[src/rtl/alu_pkg.sv]
// Shared types for the bit-serial ALU sequencer and its 1-bit slice.
package alu_pkg;

    typedef enum logic [1:0] {
        OP_NAND = 2'b00,
        OP_NOR  = 2'b01,
        OP_ADD  = 2'b10,
        OP_SUB  = 2'b11
    } alu_op_e;

    typedef enum logic [1:0] {
        IDLE = 2'b00,
        RUN  = 2'b01,
        DONE = 2'b10
    } seq_state_e;

    // Only the arithmetic operations produce a meaningful carry out.
    function automatic logic op_has_carry(input alu_op_e op);
        return (op == OP_ADD) || (op == OP_SUB);
    endfunction

endpackage

[src/rtl/alu_bit_slice.sv]
// Combinational 1-bit ALU slice: NAND, NOR, ADD, SUB (SUB = a + ~b + cin).
module alu_bit_slice
    import alu_pkg::*;
(
    output logic       z,
    output logic       cout,
    input  logic       a,
    input  logic       b,
    input  logic       cin,
    input  logic [1:0] s_op
);

    logic b_inv_s;

    // Bit result and carry out for the selected operation.
    always_comb begin
        z       = 1'b0;
        cout    = 1'b0;
        b_inv_s = ~b;
        case (s_op)
            OP_NAND: begin
                z    = ~(a & b);
                cout = 1'b0;
            end
            OP_NOR: begin
                z    = ~(a | b);
                cout = 1'b0;
            end
            OP_ADD: begin
                z    = a ^ b ^ cin;
                cout = (a & b) | (a & cin) | (b & cin);
            end
            OP_SUB: begin
                z    = a ^ b_inv_s ^ cin;
                cout = (a & b_inv_s) | (a & cin) | (b_inv_s & cin);
            end
            default: begin
                z    = 1'b0;
                cout = 1'b0;
            end
        endcase
    end

endmodule

[src/rtl/alu_serial_seq.sv]
// Bit-serial ALU sequencer: runs a WIDTH-bit op through one 1-bit slice,
// LSB first, one bit per clock, carrying between bits in a register.
module alu_serial_seq
    import alu_pkg::*;
#(
    parameter int WIDTH = 4
) (
    input  logic             clk,
    input  logic             rst_n,
    input  logic             start,
    input  logic [WIDTH-1:0] a,
    input  logic [WIDTH-1:0] b,
    input  logic             cin,
    input  logic [1:0]       s_op,
    output logic             busy,
    output logic             done,
    output logic [WIDTH-1:0] z,
    output logic             cout
);

    localparam int CNT_W = (WIDTH > 1) ? $clog2(WIDTH) : 1;
    localparam logic [CNT_W-1:0] CNT_LAST = CNT_W'(WIDTH - 1);

    seq_state_e       state_r;
    seq_state_e       state_nxt_s;
    logic [WIDTH-1:0] a_r;
    logic [WIDTH-1:0] b_r;
    alu_op_e          op_r;
    logic             carry_r;
    logic [CNT_W-1:0] cnt_r;
    logic [WIDTH-1:0] z_r;
    logic             cout_r;
    logic             busy_r;
    logic             done_r;
    logic             busy_nxt_s;
    logic             done_nxt_s;
    logic             ready_s;
    logic             accept_s;
    logic             last_s;
    logic             slice_z_s;
    logic             slice_cout_s;

    assign ready_s  = (state_r == IDLE) || (state_r == DONE);
    assign accept_s = start && ready_s;
    assign last_s   = (state_r == RUN) && (cnt_r == CNT_LAST);

    alu_bit_slice u_slice (
        .z    (slice_z_s),
        .cout (slice_cout_s),
        .a    (a_r[cnt_r]),
        .b    (b_r[cnt_r]),
        .cin  (carry_r),
        .s_op (op_r)
    );

    // FSM state register.
    always_ff @(posedge clk or negedge rst_n) begin
        if (!rst_n) begin
            state_r <= IDLE;
        end else begin
            state_r <= state_nxt_s;
        end
    end

    // FSM next-state decode.
    always_comb begin
        state_nxt_s = state_r;
        case (state_r)
            IDLE: begin
                if (accept_s) state_nxt_s = RUN;
                else          state_nxt_s = IDLE;
            end
            RUN: begin
                if (last_s) state_nxt_s = DONE;
                else        state_nxt_s = RUN;
            end
            DONE: begin
                if (accept_s) state_nxt_s = RUN;
                else          state_nxt_s = IDLE;
            end
            default: state_nxt_s = IDLE;
        endcase
    end

    // FSM output decode, taken from the next state so busy/done can be registered.
    always_comb begin
        busy_nxt_s = 1'b0;
        done_nxt_s = 1'b0;
        case (state_nxt_s)
            RUN:     busy_nxt_s = 1'b1;
            DONE:    done_nxt_s = 1'b1;
            default: begin
                busy_nxt_s = 1'b0;
                done_nxt_s = 1'b0;
            end
        endcase
    end

    // Registered status outputs.
    always_ff @(posedge clk or negedge rst_n) begin
        if (!rst_n) begin
            busy_r <= 1'b0;
            done_r <= 1'b0;
        end else begin
            busy_r <= busy_nxt_s;
            done_r <= done_nxt_s;
        end
    end

    // Operand capture on accept, then one result bit and carry update per RUN cycle.
    always_ff @(posedge clk or negedge rst_n) begin
        if (!rst_n) begin
            a_r     <= '0;
            b_r     <= '0;
            op_r    <= OP_NAND;
            carry_r <= 1'b0;
            cnt_r   <= '0;
            z_r     <= '0;
            cout_r  <= 1'b0;
        end else if (accept_s) begin
            a_r     <= a;
            b_r     <= b;
            op_r    <= alu_op_e'(s_op);
            carry_r <= cin;
            cnt_r   <= '0;
            z_r     <= '0;
            cout_r  <= 1'b0;
        end else if (state_r == RUN) begin
            z_r[cnt_r] <= slice_z_s;
            carry_r    <= slice_cout_s;
            // Counter parks on the last bit rather than wrapping.
            if (last_s) begin
                cnt_r  <= cnt_r;
                cout_r <= op_has_carry(op_r) ? slice_cout_s : 1'b0;
            end else begin
                cnt_r  <= cnt_r + CNT_W'(1);
                cout_r <= cout_r;
            end
        end else begin
            cnt_r <= cnt_r;
        end
    end

    assign busy = busy_r;
    assign done = done_r;
    assign z    = z_r;
    assign cout = cout_r;

endmodule

[config.mk]
export PLATFORM = sky130hd
export DESIGN_NAME = alu_serial_seq
export DESIGN_NICKNAME = d
export VERILOG_FILES = /design/src/rtl/alu_pkg.sv /design/src/rtl/alu_bit_slice.sv /design/src/rtl/alu_serial_seq.sv
export SDC_FILE = /design/constraint.sdc
export NUM_CORES = 1
export LEC_CHECK = 0
export BUFFER_PORTS_ARGS = -buffer_cell sky130_fd_sc_hd__buf_4
export CAP_MARGIN = 15
export CORE_UTILIZATION = 24
export DETAILED_ROUTE_END_ITERATION = 8
export HOLD_SLACK_MARGIN = 0.08
export PLACE_DENSITY = 0.45
export SLEW_MARGIN = 10
export SYNTH_ARGS = -nofsm -noshare
export SYNTH_HDL_FRONTEND = slang
export SYNTH_HIERARCHICAL = 1
export SYNTH_SLANG_ARGS = --single-unit
[constraint.sdc]
create_clock -name clk -period 2.3 [get_ports clk]
set_input_delay 0.23 -clock clk [delete_from_list [all_inputs] [get_ports clk]]
set_output_delay 0.23 -clock clk [all_outputs]
set_load 0.02 [all_outputs]
==> results of run 1 <==
[kinds of logic after synthesis]
family,count (synthesis),synth area share (%)
AOI/OAI and AO/OA,21,12.5
xor gates and xnor gates,1,0.749
adders and majority gates,4,4.28
buffers and inverters,8,4.17
DFF,22,47.1
muxes,14,16.6
and+or+nand+nor,32,14.7
[sequential cells by signal (all words and copies together), names as in the netlist, 2 cells and up]
name	count
a_r	4
b_r	4
cnt_r	2
op_r	2
state_r	2
z	4
[cell type report]
cell class / instances / area share, %
inverters: 3 / 0.779
repair buffers: 23 / 12.1
clock buffers: 3 / 2.85
well taps: 54 / 4.67
flip-flops and latches: 22 / 38.1
multi-input cells: 72 / 39.4
clock inverters: 1 / 2.08
[cells in the final DEF (no fill, tap or decap)]
cell            n
xor2_1          1
nand3_1         7
o22ai_1         1
nor2b_1         2
mux4_2          1
clkbuf_8        3
a211oi_2        1
nor2b_4         1
a21boi_1        1
o21ai_0         2
a21o_4          1
bufinv_16       1
buf_4          22
ha_1            4
nand2b_1        8
mux4_1          1
mux2_2         10
dfrtp_1        22
o21ai_1         1
mux2i_1         1
nand4_1         1
nor2_1          2
mux2i_4         1
a21oi_1         5
and2_1          2
o211ai_1        4
a211oi_1        2
a21o_1          1
a31oi_1         2
dlygate4sd3_1   1
nand2_1         9
inv_1           3
[per-stage QoR]
step | hold WS [ns] | power [mW] | cell area [um2] | util, %
2_1_floorplan | -0.0656 | 1.52 | 1170 | -
3_3_place_gp | 0.138 | 1.72 | 1370 | 29.1
3_5_place_dp | 0.141 | 1.74 | 1370 | 29.1
4_1_cts | 0.178 | 2.12 | 1450 | 30.8
5_1_grt | 0.181 | 2.29 | 1450 | 30.8
6_report | 0.189 | 2.09 | 1450 | 30.8
[final timing paths]
kind / endpoint / slack [ns]
max in group asynchronous: cnt_r[1]$_DFFE_PN0P_ / 1.68
max: z[1]$_DFFE_PN0P_ / 0.25
max reg2reg: z[1]$_DFFE_PN0P_ / 0.25
min reg2reg: b_r[1]$_DFFE_PN0P_ / 0.51
min: a_r[0]$_DFFE_PN0P_ / 0.19
min in group asynchronous: done$_DFF_PN0_ / 0.39
[metal layers]
| metal | vias to the layer above | GRT usage (%) | wire [um] |
|---|---|---|---|
| li1 | 408 | - | - |
| met5 | - | 0 | 0 |
| met1 | 393 | 13.4 | 1060 |
| met2 | 24 | 16.2 | 1030 |
| met3 | 2 | 3.80 | 137 |
| met4 | 0 | 1.96 | 10 |
[power by group through the flow]
stage          combinational [mW]  sequential [mW]  clock, mW
3_5_place_dp                0.984            0.761          0
6_report                    0.974            0.748      0.366
4_1_cts                     0.988            0.753      0.382
5_1_grt                      1.11            0.789      0.395
2_1_floorplan               0.787            0.729          0
3_3_place_gp                0.973            0.750          0
[critical path: stages (launching register included)]
cell,delay (ns)
dfrtp_1,0.37
mux4_1,0.69
nand2b_1,0.20
a21oi_1,0.18
a211oi_2,0.05
o21ai_1,0.14
nand2_1,0.12
o211ai_1,0.22
==> qor.yml, run 1 <==
outcome:
  status: "finished clean"
clocking:
  cts.repair.resized: 0
  cts_tree: "yes"
  clk_pin_slew_ns: 0.09
  clock_tree.root_cell: "clkbuf_8"
  post_cts_buffers: 0
  cts.sinks: 22
  clk_latency_ns: 0.26
  htree_levels: 1
  cts_buffers: 3
  cts_hold_buf: 1
  cts_buffer_depth: 2
floorplan:
  io_pins: 21
  core_um2: 4690
  row_count: 25
  start_util_pct: 24.9
  die_h_um: 71.8
  die_w_um: 71.8
  die_area_um2: 5160
yosys:
  postSynthCellCount: 102
  yosys.cell_count.top_type: "dfrtp_1"
  ys.flop_type: "dfrtp_1"
  synth_top_area_cell: "dfrtp_1"
  synth-async-reset-ratio_pct: 100
  synthesis.area_um2: 1170
  synth-seq-area-share_pct: 47.1
  synth-warning-count: 6
  synth_seq_cells: 22
  yosysTopAreaCellShare_pct: 47.1
  synth_common_cells: "dfrtp_1, mux2_2, nand2_1, nand2b_1, nand3_1"
  ys_types: 30
  syn_avg_cell_area_um2: 11.5
  syn-num-nets: 120
  synth_edf_count: 0
  ys_top_cells_by_area: "dfrtp_1, mux2_2, ha_1"
power_and_ir_drop:
  swShare_pct: 38.0
  clockPowerShare_pct: 17.5
  pwr-share-comb_pct: 46.6
  p_per_area_nw_per_um2: 1440
  leakage_nw: 0.631
  ir_drop_uv: 528
  power_frac_seq_pct: 35.8
  internal-power_mw: 1.29
  p_sw_uw: 793
final_layout:
  final_cells: 178
  fillCellCount: 488
  drive_gt1_share_pct: 33.1
  multiInputGateArea_um2: 571
  seq_area_um2: 551
  diodes: 0
  fin_nets: 143
  synthToLayoutAreaGrowth_pct: 23.6
worst_hold_path:
  hold_path.startpoint: "a[0]"
  hold_path_class: "primary input to flop"
  holdPathStages: 2
timing:
  setup_violations: 0
  setup_ws_ns: 0.253
  final_hold_viol_count: 0
  finalCritPeriodShare_pct: 89.0
  rsz0062_at_grt: "false"
  clock.fmax_mhz: 489
  clock_skew_ns: 0.00499
  slew_violations: 0
  period_needed_ns: 2.05
  fin_tns_setup_ns: 0
  slew_headroom_pct: 57.9
  tightest_slew_ns: 0.631
worst_setup_path:
  crit_fanout: 7
  r2r_start: "cnt_r[0]$_DFFE_PN0P_"
  endpoint_kind: "flop"
  cp.required_ns: 2.48
  arrival_ns: 2.23
  rr_worst_depth: 7
  critPathLaunch: "cnt_r[0]$_DFFE_PN0P_"
  start_kind: "flop"
  crit_type: "flop to flop"
place:
  io_buffers: 20
  dp_hpwl_mm: 1.66
  placed_cells: 173
  preCtsSetupSlack_ns: 0.260
  gp_congestion: 0.765
global_routing:
  grt_usage_pct: 10.2
  antenna_found_initial: 0
  grt_pass1_vias: 842
  grt_pass1_wl_mm: 4.06
  grt.overflow.total: 0
  grt_max_degree: 23
drt:
  drt_iter0_markers: 35
  vias: 827
  drcViolationCount: 0
  routed_wl_mm: 2.25
  wl_per_cell_um: 12.6
  drtPass1Iterations: 4
  viasPerCell: 4.65
  drtAntennaViolNets: 0
flow_run:
  cap_violations: 0
No activity file was read; power rests on OpenSTA's default activity.
==> inputs of run 2 (changes only) <==
==> constraint.sdc (replaced) <==
create_clock -name clk -period 1.95 [get_ports clk]
set_input_delay 0.195 -clock clk [delete_from_list [all_inputs] [get_ports clk]]
set_output_delay 0.195 -clock clk [all_outputs]
set_load 0.02 [all_outputs]
==> qor.yml, run 2 (same netlist as run 1, synthesis figures left out) <==
outcome:
  status: "finished clean"  # unchanged
power_and_ir_drop:
  ir_drop_uv: 796  # was 528 uV
  p_per_area_nw_per_um2: 1830  # was 1440 nW/um2
  leakage_nw: 0.667  # was 0.631 nW
timing:
  clock_skew_ns: 0.00609  # was 0.00499 ns
  slew_headroom_pct: 74.4  # was 57.9%
  finalCritPeriodShare_pct: 94.0  # was 89.0%
  fin_tns_setup_ns: 0  # unchanged
  tightest_slew_ns: 0.383  # was 0.631 ns
  final_hold_viol_count: 0  # unchanged
  setup_violations: 0  # unchanged
  slew_violations: 0  # unchanged
  clock.fmax_mhz: 545  # was 489 MHz
  period_needed_ns: 1.83  # was 2.05 ns
global_routing:
  grt.overflow.total: 0  # unchanged
  antenna_found_initial: 0  # unchanged
  grt_pass1_wl_mm: 4.25  # was 4.06 mm
  grt_pass1_vias: 897  # was 842
  grt_max_degree: 23  # unchanged
  grt_usage_pct: 10.9  # was 10.2%
worst_setup_path:
  endpoint_kind: "flop"  # unchanged
  r2r_start: "cnt_r[0]$_DFFE_PN0P_"  # unchanged
  crit_slowest_cell: "mux4_2"  # was mux4_1
  arrival_ns: 2.03  # was 2.23 ns
  critical_path.n_buffers_inverters: 1  # was 0
  critPathLaunch: "cnt_r[0]$_DFFE_PN0P_"  # unchanged
  ff2ff_setup_slack_ns: 0.12  # was 0.25 ns
  cp_cell_sequence: "mux4_2, buf_6, a211oi_2, a31oi_1, o21ai_2, nand2_2, o211ai_1"  # was mux4_1, nand2b_1, a21oi_1, a211oi_2, o21ai_1, nand2_1, o211ai_1
  critical_path.top_delay_family: "multiplexers"  # unchanged
  start_kind: "flop"  # unchanged
  crit_fanout: 5  # was 7
  cp.required_ns: 2.14  # was 2.48 ns
  crit_type: "flop to flop"  # unchanged
  worst_path_largest_cell_delay_ns: 0.57  # was 0.69 ns
place:
  dpl_cell_area_um2: 1380  # was 1370 um2
  gp_congestion: 0.756  # was 0.765
  dp_hpwl_mm: 1.75  # was 1.66 mm
  io_buffers: 20  # unchanged
  placed_cells: 175  # was 173
clocking:
  clk_latency_ns: 0.27  # was 0.26 ns
  clock_tree.root_cell: "clkbuf_8"  # unchanged
  clk_pin_slew_ns: 0.09  # about the same
  cts_buffers: 3  # unchanged
  cts_buffer_depth: 2  # unchanged
  htree_levels: 1  # unchanged
  cts.sinks: 22  # unchanged
  cts_tree: "yes"  # unchanged
final_layout:
  synthToLayoutAreaGrowth_pct: 30.7  # was 23.6%
  utilization_pct: 32.6  # was 30.8%
  final_area_um2: 1530  # was 1450 um2
  diodes: 0  # unchanged
  final_cell_mix: "buf_4, dfrtp_1, mux2_2"  # was dfrtp_1, buf_4, mux2_2
  final_cells: 184  # was 178
  fin_nets: 149  # was 143
  final_common_cell: "buf_4"
  drive_gt1_share_pct: 43.1  # was 33.1%
floorplan:
  core_um2: 4690  # unchanged
  start_util_pct: 24.9  # unchanged
  die_h_um: 71.8  # unchanged
  die_area_um2: 5160  # unchanged
  io_pins: 21  # unchanged
  row_count: 25  # unchanged
  die_w_um: 71.8  # unchanged
drt:
  wl_per_cell_um: 13.8  # was 12.6 um
  drtAntennaViolNets: 0  # unchanged
  vias: 844  # was 827
  viasPerCell: 4.59  # was 4.65
  drcViolationCount: 0  # unchanged
  drt_iter0_markers: 13  # was 35
  routed_wl_mm: 2.54  # was 2.25 mm
  drtPass1Iterations: 3  # was 4
worst_hold_path:
  hold_path_class: "primary input to flop"  # unchanged
  hold_path.startpoint: "b[1]"  # was a[0]
flow_run:
  cap_violations: 0  # unchanged
## run 2: layer usage
| layer | track usage, % | share of wire, % |
|---|---|---|
| met3 | 3.52 | 4.7 |
| met2 | 18.2 | 48 |
| met5 | 0 | 0 |
| met4 | 3.49 | 2.2 |
| met1 | 13.3 | 45 |
## run 2: what timing repair did
| item | CTS | global route |
|---|---|---|
| buffers inserted | 0 | 4 |
| endpoints found under the hold margin | 22 | 0 |
| resized for setup | 1 | 10 |
| hold buffers | 1 | 0 |
| setup endpoints to repair | 4 | 5 |
| pin swaps | 0 | 5 |
## run 2: worst paths after layout
check	end	cells after the start
worst min-delay path	b_r[1]$_DFFE_PN0P_	2
max in group asynchronous	cnt_r[0]$_DFFE_PN0P_	2
worst min register to register	cout$_DFFE_PN0P_	2
min in group asynchronous	done$_DFF_PN0_	2
worst max-delay path	z[1]$_DFFE_PN0P_	7
worst max register to register	z[1]$_DFFE_PN0P_	7
## run 2: stage by stage
stage | setup WS (ns) | hold slack (ns) | total power [mW]
final | 0.116 | 0.156 | 2.80
after global routing | -0.0534 | 0.148 | 3.02
after CTS | 0.0515 | 0.147 | 2.56
after detailed placement | -0.0142 | 0.104 | 2.11
after global placement | 0.0429 | 0.103 | 2.08
after floorplan | 0.0167 | -0.101 | 1.79
## run 2: cell type report
type                       count  area [um2]
fill                         478        3160
multi-input combinational     72         599
sequential                    22         552
timing repair buffer          29         228
tap                           54        67.6
clock buffer                   3        41.3
clock inverter                 1        30.0
inverter                       3        11.3
## run 2: power by group
part	switching [mW]	internal (mW)	leakage (nW)
registers	0.206	0.663	0.270
logic	0.712	0.782	0.362
clock network	0.163	0.274	0.0357
==> inputs of run 3 (changes only) <==
--- a/config.mk
+++ b/config.mk
@@ -5,12 +5,12 @@
 export SDC_FILE = /design/constraint.sdc
 export NUM_CORES = 1
 export LEC_CHECK = 0
+export ABC_CLOCK_PERIOD_IN_PS = 1950
 export BUFFER_PORTS_ARGS = -buffer_cell sky130_fd_sc_hd__buf_4
 export CAP_MARGIN = 15
 export CORE_UTILIZATION = 24
 export DETAILED_ROUTE_END_ITERATION = 8
 export HOLD_SLACK_MARGIN = 0.08
-export PLACE_DENSITY = 0.45
 export SLEW_MARGIN = 10
 export SYNTH_ARGS = -nofsm -noshare
 export SYNTH_HDL_FRONTEND = slang
==> qor.yml, run 3 (same netlist as run 1, synthesis figures left out) <==
outcome:
  status: "finished clean"  # unchanged
floorplan:
  die_area_um2: 5160  # unchanged
  row_count: 25  # unchanged
  die_w_um: 71.8  # unchanged
  io_pins: 21  # unchanged
  core_um2: 4690  # unchanged
  start_util_pct: 24.9  # unchanged
  die_h_um: 71.8  # unchanged
worst_setup_path:
  crit_slowest_cell: "mux4_2"  # unchanged
  cp_cell_sequence: "mux4_2, buf_4, xor2_2, nand2_1, a21boi_1, mux2i_1, a21oi_1"  # was mux4_2, buf_6, a211oi_2, a31oi_1, o21ai_2, nand2_2, o211ai_1
  critical_path.top_delay_family: "multiplexers"  # unchanged
  arrival_ns: 2.06  # was 2.03 ns
  rr_worst_depth: 7  # unchanged
  crit_type: "flop to flop"  # unchanged
  crit_fanout: 4  # was 5
  critical_path.n_buffers_inverters: 1  # unchanged
  cp.required_ns: 2.15  # was 2.14 ns
  cp_num_cells: 7  # unchanged
  start_kind: "flop"  # unchanged
  worst_path_largest_cell_delay_ns: 0.53  # was 0.57 ns
  endpoint_kind: "flop"  # unchanged
final_layout:
  fin_nets: 149  # unchanged
  final_common_cell: "buf_4"  # unchanged
  synthToLayoutAreaGrowth_pct: 28.7  # was 30.7%
  final_cell_mix: "buf_4, dfrtp_1, mux2_2"  # unchanged
  drive_gt1_share_pct: 39.2  # was 43.1%
  final_cells: 184  # unchanged
  fillCellCount: 487  # was 478
  diodes: 0  # unchanged
place:
  io_buffers: 20  # unchanged
  gp_congestion: 0.747  # was 0.756
  dp_hpwl_mm: 1.68  # was 1.75 mm
  placed_cells: 175  # unchanged
clocking:
  clock_tree.root_cell: "clkbuf_8"  # unchanged
  cts_buffer_depth: 2  # unchanged
  cts_buffers: 3  # unchanged
  cts.sinks: 22  # unchanged
  clk_latency_ns: 0.27  # about the same
  htree_levels: 1  # unchanged
  clk_pin_slew_ns: 0.09  # about the same
  cts_tree: "yes"  # unchanged
drt:
  drtAntennaViolNets: 0  # unchanged
  vias: 857  # was 844
  drcViolationCount: 0  # unchanged
  routed_wl_mm: 2.33  # was 2.54 mm
  drtPass1Iterations: 4  # was 3
  drt_iter0_markers: 41  # was 13
  wl_per_cell_um: 12.7  # was 13.8 um
  viasPerCell: 4.66  # was 4.59
power_and_ir_drop:
  p_per_area_nw_per_um2: 1790  # was 1830 nW/um2
  power_frac_seq_pct: 32.2  # was 31.0%
  p_sw_mw: 1.02  # was 1.08 mW
  ir_drop_uv: 990  # was 796 uV
  power_mw: 2.69  # was 2.80 mW
  internal-power_mw: 1.67  # was 1.72 mW
  swShare_pct: 38.0  # was 38.6%
  clockPowerShare_pct: 16.1  # was 15.6%
  pwr-share-comb_pct: 51.7  # was 53.4%
  leakage_nw: 0.658  # was 0.667 nW
global_routing:
  grt_pass1_wl_mm: 3.98  # was 4.25 mm
  grt.overflow.total: 0  # unchanged
  grt_max_degree: 23  # unchanged
  antenna_found_initial: 0  # unchanged
  grt_usage_pct: 9.81  # was 10.9%
  grt_pass1_vias: 858  # was 897
timing:
  finalCritPeriodShare_pct: 95.4  # was 94.0%
  setup_violations: 0  # unchanged
  tightest_slew_ns: 0.427  # was 0.383 ns
  clock_skew_ns: 0.00424  # was 0.00609 ns
  final_hold_viol_count: 0  # unchanged
  slew_violations: 0  # unchanged
  clock.fmax_mhz: 537  # was 545 MHz
  fin_tns_setup_ns: 0  # unchanged
  slew_headroom_pct: 71.5  # was 74.4%
  period_needed_ns: 1.86  # was 1.83 ns
flow_run:
  cap_violations: 0  # unchanged
worst_hold_path:
  holdPathStages: 2  # unchanged
  hold_path_class: "primary input to flop"  # unchanged
-- run 3: cell counts in the layout (fill, tap and decap cells not counted) --
Identical to the previous run, type by type.
-- run 3: area by class of cell --
class	instances	area [um2]	area share, %
Tap cell	54	67.6	4.49
Clock inverter	1	30.0	2.00
Timing Repair Buffer	29	224	14.9
Multi-Input combinational cell	72	579	38.5
Clock buffer	3	41.3	2.74
Inverter	3	11.3	0.748
Sequential cell	22	552	36.7
-- run 3: path summary, 6_finish.rpt --
check / start / endpoint / slack, ns
setup / recovery: cnt_r[0]$_DFFE_PN0P_ / carry_r$_DFFE_PN0P_ / 0.09
hold / removal: a[3] / a_r[3]$_DFFE_PN0P_ / 0.15
setup reg to reg: cnt_r[0]$_DFFE_PN0P_ / carry_r$_DFFE_PN0P_ / 0.09
hold reg to reg: cout$_DFFE_PN0P_ / cout$_DFFE_PN0P_ / 0.51
max in group asynchronous: rst_n / cnt_r[0]$_DFFE_PN0P_ / 1.37
min in group asynchronous: rst_n / b_r[3]$_DFFE_PN0P_ / 0.34
-- run 3: metrics by stage --
stage,hold slack [ns],area [um2],utilization [%],worst slack [ns]
after floorplan,-0.101,1170,-,0.0167
after global placement,0.0906,1380,29.4,0.0646
after detailed placement,0.102,1380,29.4,-0.0211
after CTS,0.151,1460,31.1,0.0545
after global routing,0.143,1510,32.1,-0.0266
final,0.154,1510,32.1,0.0895
-- run 3: routing by layer --
metal  wire length, um  global-route usage (%)  part of all wire, %
met1              1080                    12.9                   46
met2              1090                    16.0                   47
met3               152                    3.38                  6.5
met4                10                    1.31                 0.43
met5                 0                       0                    0
-- run 3: what timing repair did --
action | 4_1_cts | 5_1_grt
cloned | 0 | 0
endpoints found under the hold margin | 22 | 0
setup buffers | 0 | 4
endpoints found under the setup margin | 4 | 4
gates resized for setup | 1 | 4
pin swaps | 0 | 2
hold buffers | 1 | 0
-- run 3: power by group through the flow --
stage | Clock, mW | Sequential (mW) | Combinational, mW
after floorplan | 0 | 0.863 | 0.929
after global placement | 0 | 0.846 | 1.20
after detailed placement | 0 | 0.860 | 1.25
after CTS | 0.441 | 0.855 | 1.25
after global routing | 0.458 | 0.902 | 1.52
final | 0.433 | 0.864 | 1.39
